$ cat config.mk
export PLATFORM = sky130hd
export DESIGN_NAME = sseg_scan_ctrl
export DESIGN_NICKNAME = d
export VERILOG_FILES = /design/src/rtl/sseg_pkg.sv /design/src/rtl/sseg_slot_timer.sv /design/src/rtl/sseg_scan_ctrl.sv
export SDC_FILE = /design/constraint.sdc
export NUM_CORES = 1
export LEC_CHECK = 0
export ABC_AREA = 1
export ABC_CLOCK_PERIOD_IN_PS = 4300
export CAP_MARGIN = 15
export CORE_UTILIZATION = 35
export DETAILED_ROUTE_END_ITERATION = 16
export GPL_TIMING_DRIVEN = 1
export PLACE_DENSITY = 0.52
export SETUP_SLACK_MARGIN = 0.15
export SLEW_MARGIN = 40
export SYNTH_ARGS = -nofsm -noshare
export SYNTH_HDL_FRONTEND = slang
export SYNTH_SLANG_ARGS = --single-unit
export TNS_END_PERCENT = 50
$ cat constraint.sdc
create_clock -name clk -period 4.3 [get_ports clk]
set_input_delay 1.29 -clock clk [delete_from_list [all_inputs] [get_ports clk]]
set_output_delay 1.29 -clock clk [all_outputs]
set_load 0.03 [all_outputs]
$ cat src/rtl/sseg_pkg.sv
// Shared types and constants for the four-digit seven-segment scan controller.
package sseg_pkg;

    typedef enum logic [1:0] {
        IDLE,
        ON,
        BLANK,
        COMMIT
    } state_t;

    localparam logic [7:0] SEG_OFF = 8'hFF;
    localparam logic [3:0] AN_OFF  = 4'b1111;
    localparam logic [7:0] SQ_LOW  = 8'hA1;
    localparam logic [7:0] SQ_HIGH = 8'hDE;

    // Active-low one-cold anode pattern for a digit index.
    function automatic logic [3:0] an_select(input logic [1:0] digit);
        return ~(4'b0001 << digit);
    endfunction

endpackage

$ cat src/rtl/sseg_slot_timer.sv
// Loadable down-counter that times each scan slot; done while the count is zero.
module sseg_slot_timer #(
    parameter int W = 8
) (
    input  logic         clk,
    input  logic         reset,
    input  logic         load,
    input  logic [W-1:0] load_value,
    output logic [W-1:0] count,
    output logic         done
);

    always_ff @(posedge clk) begin
        if (reset)
            count <= '0;
        else if (load)
            count <= load_value;
        else if (count != '0)
            count <= count - 1'b1;
    end

    assign done = (count == '0);

endmodule

$ cat src/rtl/sseg_scan_ctrl.sv
// Multiplexed 4-digit seven-segment scanner with shadow/active pattern banks.
// Define SSEG_DIM_EN to enable brightness-controlled anode duty within each ON slot.
module sseg_scan_ctrl
    import sseg_pkg::*;
#(
    parameter int ON_CYCLES    = 100000,
    parameter int BLANK_CYCLES = 1000
) (
    input  logic       clk,
    input  logic       reset,
    input  logic       enable,
    input  logic       wr_valid,
    output logic       wr_ready,
    input  logic [1:0] wr_digit,
    input  logic [7:0] wr_pattern,
    input  logic [2:0] brightness,
    output logic [7:0] sseg,
    output logic [3:0] an,
    output logic       frame_tick
);

    localparam int MAX_CYCLES = (ON_CYCLES > BLANK_CYCLES) ? ON_CYCLES : BLANK_CYCLES;
    localparam int TW = $clog2(MAX_CYCLES);
    localparam logic [TW-1:0] ON_LOAD    = TW'(ON_CYCLES - 1);
    localparam logic [TW-1:0] BLANK_LOAD = TW'(BLANK_CYCLES - 1);

    state_t        state, next_state;
    logic [1:0]    digit, next_digit;
    logic          timer_load, timer_done, tick_next, accept, lit;
    logic [TW-1:0] timer_value, timer_count;
    logic [7:0]    shadow [4];
    logic [7:0]    active [4];
    logic          dirty;

    assign wr_ready = (state != COMMIT);
    assign accept   = wr_valid && wr_ready;

    sseg_slot_timer #(.W(TW)) u_timer (
        .clk        (clk),
        .reset      (reset),
        .load       (timer_load),
        .load_value (timer_value),
        .count      (timer_count),
        .done       (timer_done)
    );

    // Next-state decode; the timer is reloaded on every state entry.
    always_comb begin
        next_state  = state;
        next_digit  = digit;
        timer_load  = 1'b0;
        timer_value = '0;
        tick_next   = 1'b0;
        if (!enable) begin
            next_state = IDLE;
            next_digit = 2'd0;
            timer_load = 1'b1;
        end else begin
            case (state)
                IDLE: begin
                    next_state  = ON;
                    next_digit  = 2'd0;
                    timer_load  = 1'b1;
                    timer_value = ON_LOAD;
                end
                ON: if (timer_done) begin
                    next_state  = BLANK;
                    timer_load  = 1'b1;
                    timer_value = BLANK_LOAD;
                end
                BLANK: if (timer_done) begin
                    timer_load = 1'b1;
                    if (digit != 2'd3) begin
                        next_state  = ON;
                        next_digit  = digit + 2'd1;
                        timer_value = ON_LOAD;
                    end else begin
                        tick_next  = 1'b1;
                        next_digit = 2'd0;
                        // A write landing on this very cycle still joins the commit.
                        if (dirty || accept) begin
                            next_state = COMMIT;
                        end else begin
                            next_state  = ON;
                            timer_value = ON_LOAD;
                        end
                    end
                end
                COMMIT: begin
                    next_state  = ON;
                    timer_load  = 1'b1;
                    timer_value = ON_LOAD;
                end
                default: begin
                    next_state = IDLE;
                    next_digit = 2'd0;
                    timer_load = 1'b1;
                end
            endcase
        end
    end

`ifdef SSEG_DIM_EN
    int next_elapsed;
    int lit_limit;

    // Duty is judged on the slot position the registered anode will show next.
    always_comb begin
        next_elapsed = 0;
        if (state == ON && next_state == ON)
            next_elapsed = ON_CYCLES - int'(timer_count);
        lit_limit = (int'(brightness) + 1) * (ON_CYCLES / 8);
        lit       = (next_elapsed < lit_limit);
    end
`else
    logic unused_dim_inputs;
    assign unused_dim_inputs = ^{brightness, timer_count};
    assign lit = 1'b1;
`endif

    // State, pattern banks and registered display outputs.
    always_ff @(posedge clk) begin
        if (reset) begin
            state      <= IDLE;
            digit      <= 2'd0;
            dirty      <= 1'b0;
            an         <= AN_OFF;
            sseg       <= SEG_OFF;
            frame_tick <= 1'b0;
            for (int i = 0; i < 4; i++) begin
                shadow[i] <= SEG_OFF;
                active[i] <= SEG_OFF;
            end
        end else begin
            state      <= next_state;
            digit      <= next_digit;
            frame_tick <= tick_next;
            if (accept) begin
                shadow[wr_digit] <= wr_pattern;
                dirty            <= 1'b1;
            end
            if (state == COMMIT && enable) begin
                active <= shadow;
                dirty  <= 1'b0;
            end
            if (next_state == ON) begin
                an   <= lit ? an_select(next_digit) : AN_OFF;
                sseg <= (state == COMMIT) ? shadow[next_digit] : active[next_digit];
            end else begin
                an   <= AN_OFF;
                sseg <= SEG_OFF;
            end
        end
    end

endmodule

== After elaboration in Yosys (flattened, before gate mapping) ==
Cells that the tools add are included.
Storage, ports and cells
  output and inout port bits: 14
  bits in registers: 99
  word-level logic and storage cells: 79
Cells by class
  shift-type cells: 1
  equal/unequal tests: 6
  multiplexer cells: 32
  add/sub/neg operators: 2
  bitwise gates (word level): 7
  $lt $le $gt $ge: 3
  reductions and logical operators: 13
Operators by type and width (number)
  2-to-1 mux 17 bit: 6
  case mux 17 bit (3 select lines): 1
  2-to-1 mux 8 bit: 6
  binary-select mux 8 bit (select 2 bit): 2
  bitwise mux 32 bit: 1
  logical NOT 17 bit: 1
  nonzero test 17 bit: 1
  subtractor 17 x 1 -> 17 bit (second input constant): 1
  demux 8 bit (select 2 bit): 1
  2-to-1 mux 2 bit: 8
  2-to-1 mux 10 bit: 1
  OR reduction 2 bit: 4
  >= comparator 3 bit (second input constant): 2
  inverter 2 -> 3 bit: 2
  case mux 2 bit (3 select lines): 1
  equality test 2 x 1 -> 1 bit (second input constant): 2
  equality test 2 bit (second input constant): 2
  != test 2 bit (second input constant): 2
  inverter 1 bit: 4
  inverter 4 bit: 1
  case mux 2 bit (2 select lines): 1
  OR reduction 4 bit: 1
  << shifter 1 x 2 -> 4 bit (first input constant): 1
  logical AND 1 bit: 3
  other kinds (7): 9

== Logic depth before layout (Yosys ltp) ==
Gate-level depths: netlist (run 1).
  depth after elaboration: 11
  depth in mapped cells: 17
  mapped depth without buffers: 16

== Cells and area by module ==
Synthesis (run 1) repeated with hierarchy kept, for this count alone.
Unflattened totals
  cell total of the unflattened synthesis: 733
  area, all modules: 4916.0 um^2
By module, submodules not included
  sseg_scan_ctrl: instances 1, area each 3738.6 um^2, sequential area each 1641.6 um^2, cells each 545
  sseg_slot_timer: instances 1, area each 1177.4 um^2, sequential area each 340.3 um^2, cells each 188

== Worst setup path before layout (run 1) ==
OpenSTA, ideal clock, no wires.
  kind: input to register
  start: in enable
  end: reg sseg[5]
  buffers on the path: 2
  path slack: 1.811 ns
  arrival: 2.366 ns
  stages: 9
  path through: clkbuf_1 > inv_1 > a21oi_4 > inv_4 > buf_6 > nand2_1 > nand2_1 > nand2_1 > nand3_1
Between the ends
  word-level cells in the longest chain between the ends: 6
  elaborated cells between the ends (all ways): 13
RTL lines
  start, declared: RTL line sseg_scan_ctrl.sv:11  | input logic enable,
  2-to-1 mux 2 bit: RTL line sseg_scan_ctrl.sv:54  | if (!enable) begin
  inverter 2 -> 3 bit (implied by the code): RTL line sseg_scan_ctrl.sv:148  | sseg <= (state == COMMIT) ? shadow[next_digit] : active[next_digit];
  binary-select mux 8 bit (select 2 bit): RTL line sseg_scan_ctrl.sv:148
  2-to-1 mux 8 bit (implied by the code) (2 in series): RTL line sseg_scan_ctrl.sv:148
  2-to-1 mux 8 bit: RTL line sseg_scan_ctrl.sv:148
  end signal, assigned: RTL line sseg_scan_ctrl.sv:148
  end, declared: RTL line sseg_scan_ctrl.sv:17  | output logic [7:0] sseg,
Parallel ways exist; a longest one is shown, timed or not. The select of a mux whose other input is x is not followed.
A chain may end at the register's enable or synchronous reset.

== Final worst setup path (run 1) ==
  start: reg state[0]
  end: out wr_ready
Between the ends
  word-level cells in the longest chain between the ends: 1
RTL lines
  start, declared: RTL line sseg_scan_ctrl.sv:27  | state_t state, next_state;
  start signal, assigned: RTL line sseg_scan_ctrl.sv:135  | state <= next_state;
  != test 2 bit: RTL line sseg_scan_ctrl.sv:35  | assign wr_ready = (state != COMMIT);
  end, declared: RTL line sseg_scan_ctrl.sv:13  | output logic wr_ready,
No other way between the ends.

==> results.rst, run 1 <==
.. list-table::
   :header-rows: 1

   * - Metric
     - Value
   * - Final period util
     - 78.2%
   * - CTS max path bufs
     - 2
   * - Largest net degree at the start of global routing
     - 66
   * - Per-cell via count in the routed design
     - 5.03
   * - Number of port buffers
     - 27
   * - Fraction of registers with async set or reset after synthesis
     - 0%
   * - Vias in the first global route
     - 3900
   * - HPWL after DPL
     - 7940 um
   * - Distinct cell type count of the synthesized netlist
     - 31
   * - Post-CTS Setup Repair Bufs
     - 0
   * - Max transition margin
     - 52.0%
   * - Number of levels the H-tree was split into
     - 3
   * - Synthesized Nets
     - 676
   * - Worst-Margin Slew
     - 720 ps
   * - Remaining DRCs
     - 0
   * - Placed instance count
     - 830
   * - Largest vdd supply drop
     - 154 uV
   * - Synth top area share
     - 43.7%
   * - Core area
     - 0.0126 mm^2
   * - Main area contributors after synthesis
     - sky130_fd_sc_hd__dfxtp_1 44%, sky130_fd_sc_hd__nand2_1 23%, sky130_fd_sc_hd__nand3_1 9.3%
   * - Run status
     - completed
   * - Minimum period implied by the final worst setup slack
     - 3360 ps
   * - Buffer cell driving the clock tree root
     - sky130_fd_sc_hd__clkbuf_16
   * - Hold Path Class
     - flop to flop
   * - Delay of the slowest cell on the worst path
     - 640 ps
   * - Path type of the worst setup path
     - flop to output port
   * - Max Fanout on Critical Path
     - 10
   * - Insertion delay to the later sink of the worst-skew pair
     - 360 ps
   * - Slowest cell on crit path
     - sky130_fd_sc_hd__clkdlybuf4s50_1
   * - Number of iterations in the first detailed-routing pass
     - 5
   * - CTS Hold Bufs
     - 0
   * - Max-Cap Viols
     - 0
   * - Worst endpoint data arrival time
     - 2070 ps
   * - Floorplan die area
     - 0.0134 mm^2
   * - Total of endpoints with negative setup slack in the final report
     - 0
   * - Share of post-route cells with drive strength above 1
     - 7.27%
   * - Inserted Clock Buffers
     - 9
   * - Critical Path Start
     - state[0]$_SDFF_PP0_
   * - DR iter-0 viols
     - 329
   * - Number of endpoints with negative hold slack in the final report
     - 0
   * - Effective utilization at floorplan
     - 35.9%
   * - Number of nets in the final layout
     - 693
   * - Hold_sp
     - u_timer.count[0]$_SDFFE_PP0P_
   * - Number of instances in the synthesized netlist
     - 652
   * - Cells along the critical path
     - ha_1 -> inv_2 -> clkdlybuf4s50_1
   * - Die outline width
     - 116 um
   * - Clock input transition at the sequential cells of the worst setup and hold paths
     - 70 ps
   * - Post-CTS resize count
     - 0
   * - Number of storage elements in the synthesis netlist
     - 99
   * - GRT Overall Usage
     - 19.3%
   * - Number of sinks on the clock net
     - 99
   * - Int Pwr
     - 1430 uW
   * - Post-synth design cell area
     - 0.00453 mm^2
   * - TNS Setup
     - 0 ps
   * - # diodes
     - 0
   * - Data required time of the worst path
     - 3010 ps
   * - Placer's final routability congestion estimate
     - 0.817
   * - Wire length of the first global-routing pass
     - 19800 um
   * - WL final
     - 11900 um
   * - Sw power
     - 558 uW
   * - Ys Warns
     - 0
   * - Part of the power in registers
     - 49.2%
   * - Global route overflow
     - 0
   * - Antenna violations before repair
     - 0
   * - I/O Pins
     - 31
   * - Mean routed wirelength per cell
     - 14.0 um
   * - Layout-stage area growth over the synthesis result
     - 15.4%
   * - Number of nets with antenna violations after routing
     - 0
   * - Average footprint of a synthesized cell
     - 6.95 um^2
   * - Biggest area consumer among synthesized cells
     - sky130_fd_sc_hd__dfxtp_1
   * - Floorplan row count
     - 41
   * - Switching share of total power
     - 28.0%
   * - EDFF count, synth
     - 0
   * - Final Instance Count excl. Fillers
     - 846
   * - Sequential-to-total area share from yosys stat
     - 43.7%
   * - Power per standard cell area
     - 381 mW/mm^2
   * - Final-report max-slew violation count
     - 0
   * - Worst clock skew
     - 9.59 ps
   * - Critical path startpoint category
     - flop
   * - Height of the chip
     - 116 um
   * - Clock power frac
     - 39.0%
   * - Type of destination of the critical path
     - output port
   * - Lkg Pwr
     - 0.00253 uW
   * - Comb pwr share
     - 11.8%
   * - RR Startpoint
     - state[0]$_SDFF_PP0_
   * - RSZ-0062 raised after global routing
     - no
   * - Clock tree from TritonCTS
     - yes
   * - Vias after detailed routing
     - 4255
   * - Main synth FF type
     - sky130_fd_sc_hd__dfxtp_1
   * - Highest attainable clock frequency
     - 297 MHz
## logic make-up after synthesis
logic type               share of synthesized area, %
AO/OA/AOI/OAI                                    2.51
XOR/XNOR                                         2.13
adder cells (fa/ha/maj)                          1.93
buffers and inverters                            6.05
flip-flops                                       43.7
AND/OR/NAND/NOR                                  43.6
## metal layers
layer | up-vias | wire length [um] | GRT usage, %
met5 | - | 0 | 0
met4 | 0 | 174 | 7.69
met3 | 10 | 631 | 3.09
met2 | 104 | 5010 | 28.3
met1 | 1992 | 6060 | 28.0
li1 | 2149 | - | -
## layout by cell type, fill, tap and decap left out, types with 2 or more instances in the layout
cell type,n
sky130_fd_sc_hd__clkdlybuf4s50_1,27
sky130_fd_sc_hd__nand4_1,32
sky130_fd_sc_hd__dfxtp_1,99
sky130_fd_sc_hd__a21oi_1,4
sky130_fd_sc_hd__nor4_1,4
sky130_fd_sc_hd__clkinv_2,2
sky130_fd_sc_hd__xnor2_1,6
sky130_fd_sc_hd__clkinv_4,2
sky130_fd_sc_hd__nor3_2,2
sky130_fd_sc_hd__nand3_2,3
sky130_fd_sc_hd__nand2_1,282
sky130_fd_sc_hd__inv_2,4
sky130_fd_sc_hd__nand3_1,84
sky130_fd_sc_hd__ha_1,7
sky130_fd_sc_hd__nor2_1,21
sky130_fd_sc_hd__nor3_1,11
sky130_fd_sc_hd__inv_1,27
sky130_fd_sc_hd__nand2_2,5
sky130_fd_sc_hd__o21ai_0,4
sky130_fd_sc_hd__o21ai_1,7
sky130_fd_sc_hd__nor2_2,4
sky130_fd_sc_hd__buf_4,10
sky130_fd_sc_hd__clkbuf_16,9
sky130_fd_sc_hd__nor2_4,3
sky130_fd_sc_hd__xor2_1,5
## final cells by class
cell class,count,area (um^2)
Multi-Input combinational cell,488,2280
Timing Repair Buffer,37,345
Sequential cell,99,1980
Fill cell,1357,7390
Clock inverter,6,50.0
Inverter,34,131
Clock buffer,10,229
Tap cell,172,215
## path summary, 6_finish.rpt
path	to	slack [ps]	cells after the start
worst max register to register	sseg[5]$_SDFF_PP1_	1690	13
worst max-delay path	wr_ready	940	3
worst min register to register	u_timer.count[0]$_SDFFE_PP0P_	440	1
worst min-delay path	u_timer.count[0]$_SDFFE_PP0P_	440	1
## stage by stage
stage               util (%)  cell area [um^2]  power, uW  hold slack [ps]  setup slack [ps]
CTS                     41.4              5230       2020              449               935
floorplan                  -              4530       1170              416              1810
finish                  41.4              5230       1990              441               938
global route            41.4              5230       2090              484               864
global placement        39.2              4950       1230              432              1010
detailed placement      39.2              4950       1230              436              1030
## critical path, delay by kind of cell (launching register included)
kind	cells	cell delay, ps
fa+ha+maj	1	460
buf+inv	2	850
flops	1	400
## cells in the mapped netlist, types with 6 or more instances
cell and count:
sky130_fd_sc_hd__inv_1 28, sky130_fd_sc_hd__clkbuf_1 13, sky130_fd_sc_hd__nand2_1 282, sky130_fd_sc_hd__nand4_1 32, sky130_fd_sc_hd__buf_1 8, sky130_fd_sc_hd__nor3_1 11
sky130_fd_sc_hd__buf_2 6, sky130_fd_sc_hd__dfxtp_1 99, sky130_fd_sc_hd__xnor2_1 6, sky130_fd_sc_hd__ha_1 7, sky130_fd_sc_hd__nor2_1 21, sky130_fd_sc_hd__o21ai_1 7
sky130_fd_sc_hd__nand3_1 84
## flip-flops by register name, indices dropped and copies added (netlist names)
signal         flops
active            32
an                 4
digit              2
dirty              1
frame_tick         1
shadow            32
sseg               8
state              2
u_timer.count     17
## power by group through the flow
stage / logic [uW] / registers, uW / clock network, uW
4_1_cts: 237 / 979 / 800
2_1_floorplan: 175 / 990 / 0
6_report: 235 / 980 / 778
3_3_place_gp: 231 / 999 / 0
5_1_grt: 270 / 984 / 838
3_5_place_dp: 235 / 1000 / 0
(Power assumes the default switching activity.)
==> inputs of run 2 (changes only) <==
--- a/config.mk
+++ b/config.mk
@@ -6,12 +6,12 @@
 export NUM_CORES = 1
 export LEC_CHECK = 0
 export ABC_AREA = 1
-export ABC_CLOCK_PERIOD_IN_PS = 4300
+export ABC_CLOCK_PERIOD_IN_PS = 2900
 export CAP_MARGIN = 15
 export CORE_UTILIZATION = 35
 export DETAILED_ROUTE_END_ITERATION = 16
 export GPL_TIMING_DRIVEN = 1
-export PLACE_DENSITY = 0.52
+export PLACE_DENSITY = 0.54
 export SETUP_SLACK_MARGIN = 0.15
 export SLEW_MARGIN = 40
 export SYNTH_ARGS = -nofsm -noshare
==> constraint.sdc (replaced) <==
create_clock -name clk -period 2.9 [get_ports clk]
set_input_delay 0.87 -clock clk [delete_from_list [all_inputs] [get_ports clk]]
set_output_delay 0.87 -clock clk [all_outputs]
set_load 0.03 [all_outputs]
==> results.rst, run 2 (synthesized netlist as in run 1, its figures left out) <==
.. list-table::
   :header-rows: 1

   * - Metric
     - Value
   * - Run status
     - completed
   * - Number of nets in the final layout
     - 701 (+1.2%)
   * - Insertion delay to the later sink of the worst-skew pair
     - 350 ps (about the same)
   * - Global route overflow
     - 0 (unchanged)
   * - Commonest cells after routing, fill and taps aside
     - 282 x sky130_fd_sc_hd__nand2_1, 99 x sky130_fd_sc_hd__dfxtp_1, 84 x sky130_fd_sc_hd__nand3_1
   * - Total of endpoints with negative setup slack in the final report
     - 0 (unchanged)
   * - DR iter-0 viols
     - 279 (-15%)
   * - Worst endpoint data arrival time
     - 2610 ps (+540 ps)
   * - Effective utilization at floorplan
     - 35.9% (unchanged)
   * - WL final
     - 11600 um (-2.0%)
   * - Vias in the first global route
     - 3778 (-3.1%)
   * - Max-Cap Viols
     - 0 (unchanged)
   * - Most common cell type on the critical path
     - sky130_fd_sc_hd__nor2_1
   * - Worst-Margin Slew
     - 355 ps (-365 ps)
   * - Number of endpoints with negative hold slack in the final report
     - 0 (unchanged)
   * - Remaining DRCs
     - 0 (unchanged)
   * - Largest registers in the final layout
     - active (32), shadow (32), u_timer.count (17)
   * - Lkg Pwr
     - 0.00261 uW (+3.2%)
   * - Die outline width
     - 116 um (unchanged)
   * - Most common cell after layout, fill and taps aside
     - sky130_fd_sc_hd__nand2_1
   * - Number of nets with antenna violations after routing
     - 0 (unchanged)
   * - Mean routed wirelength per cell
     - 13.6 um (-2.9%)
   * - Reg2Reg Capture Point
     - sseg[7]$_SDFF_PP1_
   * - Antenna violations before repair
     - 0 (unchanged)
   * - Number of sinks on the clock net
     - 99 (unchanged)
   * - Per-cell via count in the routed design
     - 4.93 (-2.0%)
   * - Height of the chip
     - 116 um (unchanged)
   * - Family of cells with the greatest summed delay on the critical path
     - buffers and inverters
   * - Cell count along the critical path
     - 12 (+9)
   * - RR Startpoint
     - u_timer.count[0]$_SDFFE_PP0P_
   * - Final Instance Count excl. Fillers
     - 854 (+0.95%)
   * - Max Fanout on Critical Path
     - 12 (+2)
   * - Largest vdd supply drop
     - 387 uV (+150%)
   * - Wire length of the first global-routing pass
     - 19300 um (-2.6%)
   * - Hold Path Class
     - flop to flop
   * - GRT Overall Usage
     - 18.8% (-0.46 points)
   * - PnR Total Power
     - 3180 uW (+60%)
   * - Placed instance count
     - 838 (+0.96%)
   * - Placer's final routability congestion estimate
     - 0.860 (+5.3%)
   * - Buffer and inverter count on the worst path
     - 4 (+2)
   * - Clock input transition at the sequential cells of the worst setup and hold paths
     - 60 ps (about the same)
   * - Floorplan die area
     - 0.0134 mm^2 (unchanged)
   * - Number of port buffers
     - 27 (unchanged)
   * - Path type of the worst setup path
     - input pin to flop
   * - Minimum period implied by the final worst setup slack
     - 2380 ps
   * - Delay of the slowest cell on the worst path
     - 430 ps (-210 ps)
   * - CTS Hold Bufs
     - 0 (unchanged)
   * - End point of the worst hold path
     - u_timer.count[0]$_SDFFE_PP0P_
   * - Highest attainable clock frequency
     - 420 MHz
   * - Final-report max-slew violation count
     - 0 (unchanged)
   * - Vias after detailed routing
     - 4210 (-1.1%)
   * - Slack of the worst reg-to-reg path
     - 710 ps (-980 ps)
   * - Data required time of the worst path
     - 3130 ps (+120 ps)
   * - HPWL after DPL
     - 7920 um (-0.24%)
   * - TNS Setup
     - 0 ps (unchanged)
   * - Number of iterations in the first detailed-routing pass
     - 4 (-1)
   * - Cells along the critical path
     - clkdlybuf4s50_1 -> nand2_1 -> inv_2 -> nor2_1 -> nor2_1 -> inv_1 -> nand2_1 -> a21oi_1 -> nor3_1 -> nor2_1 -> buf_4 -> nand3_1
   * - Fill count
     - 1313 (-3.2%)
   * - Max transition margin
     - 76.1% (+24 points)
   * - I/O Pins
     - 31 (unchanged)
   * - Buffer cell driving the clock tree root
     - sky130_fd_sc_hd__clkbuf_16
   * - Slowest cell on crit path
     - sky130_fd_sc_hd__clkdlybuf4s50_1
   * - Inserted Clock Buffers
     - 9 (unchanged)
   * - Core area
     - 0.0126 mm^2 (unchanged)
   * - CTS max path bufs
     - 2 (unchanged)
   * - Critical path startpoint category
     - input pin
   * - Type of destination of the critical path
     - flop
   * - Number of cells on the worst reg-to-reg path
     - 17 (+4)
   * - Clock tree from TritonCTS
     - yes
   * - RSZ-0062 raised after global routing
     - no
   * - Post-CTS resize count
     - 0 (unchanged)
   * - Layout-stage area growth over the synthesis result
     - 18.7%
   * - Hold_sp
     - u_timer.count[0]$_SDFFE_PP0P_
   * - Number of levels the H-tree was split into
     - 3 (unchanged)
   * - Share of post-route cells with drive strength above 1
     - 8.36% (+1.1 points)
   * - Power per standard cell area
     - 592 mW/mm^2 (+55%)
   * - Largest net degree at the start of global routing
     - 66 (unchanged)
   * - Worst clock skew
     - 13.0 ps (+3.37 ps)
   * - Depth of the worst hold-timing path
     - 1 (unchanged)
   * - Post-CTS Setup Repair Bufs
     - 0 (unchanged)
   * - Floorplan row count
     - 41 (unchanged)
   * - # diodes
     - 0 (unchanged)
   * - Final period util
     - 82.0%
==> run 2: how the worst max path moves through the flow <==
stage | start | to | slack [ps]
CTS | state[0]$_SDFF_PP0_ | wr_ready | 200
global placement | wr_valid | sseg[3]$_SDFF_PP1_ | 170
floorplan | enable | sseg[5]$_SDFF_PP1_ | 830
detailed placement | wr_valid | sseg[7]$_SDFF_PP1_ | 190
finish | wr_valid | sseg[7]$_SDFF_PP1_ | 520
global route | wr_valid | sseg[2]$_SDFF_PP1_ | 340
==> run 2: layer usage <==
layer | vias to the layer above | track usage, % | wire length (um)
met5 | - | 0 | 0
met4 | 0 | 5.47 | 196
met3 | 19 | 4.76 | 601
met2 | 109 | 27.8 | 4860
met1 | 1919 | 26.9 | 5980
li1 | 2163 | - | -
==> run 2: stage by stage <==
| stage | hold slack [ps] | cell area, um^2 | utilization [%] | setup slack, ps |
|---|---|---|---|---|
| 3_3_place_gp | 427 | 5030 | 39.9 | 172 |
| 4_1_cts | 448 | 5380 | 42.6 | 195 |
| 2_1_floorplan | 416 | 4530 | - | 831 |
| 3_5_place_dp | 435 | 5030 | 39.9 | 185 |
| 6_report | 444 | 5380 | 42.6 | 521 |
| 5_1_grt | 459 | 5380 | 42.6 | 343 |
==> run 2: layout make-up <==
class | instances | area [um^2] | area share (%)
Clock inverter | 6 | 111 | 2.07
Multi-Input combinational cell | 488 | 2280 | 42.3
Inverter | 34 | 131 | 2.44
Timing Repair Buffer | 45 | 433 | 8.05
Clock buffer | 10 | 229 | 4.26
Sequential cell | 99 | 1980 | 36.9
Tap cell | 172 | 215 | 4.00
==> run 2: report_power, final <==
part	internal, uW	switching (uW)
registers	1410	47.2
logic	133	217
clock network	845	534
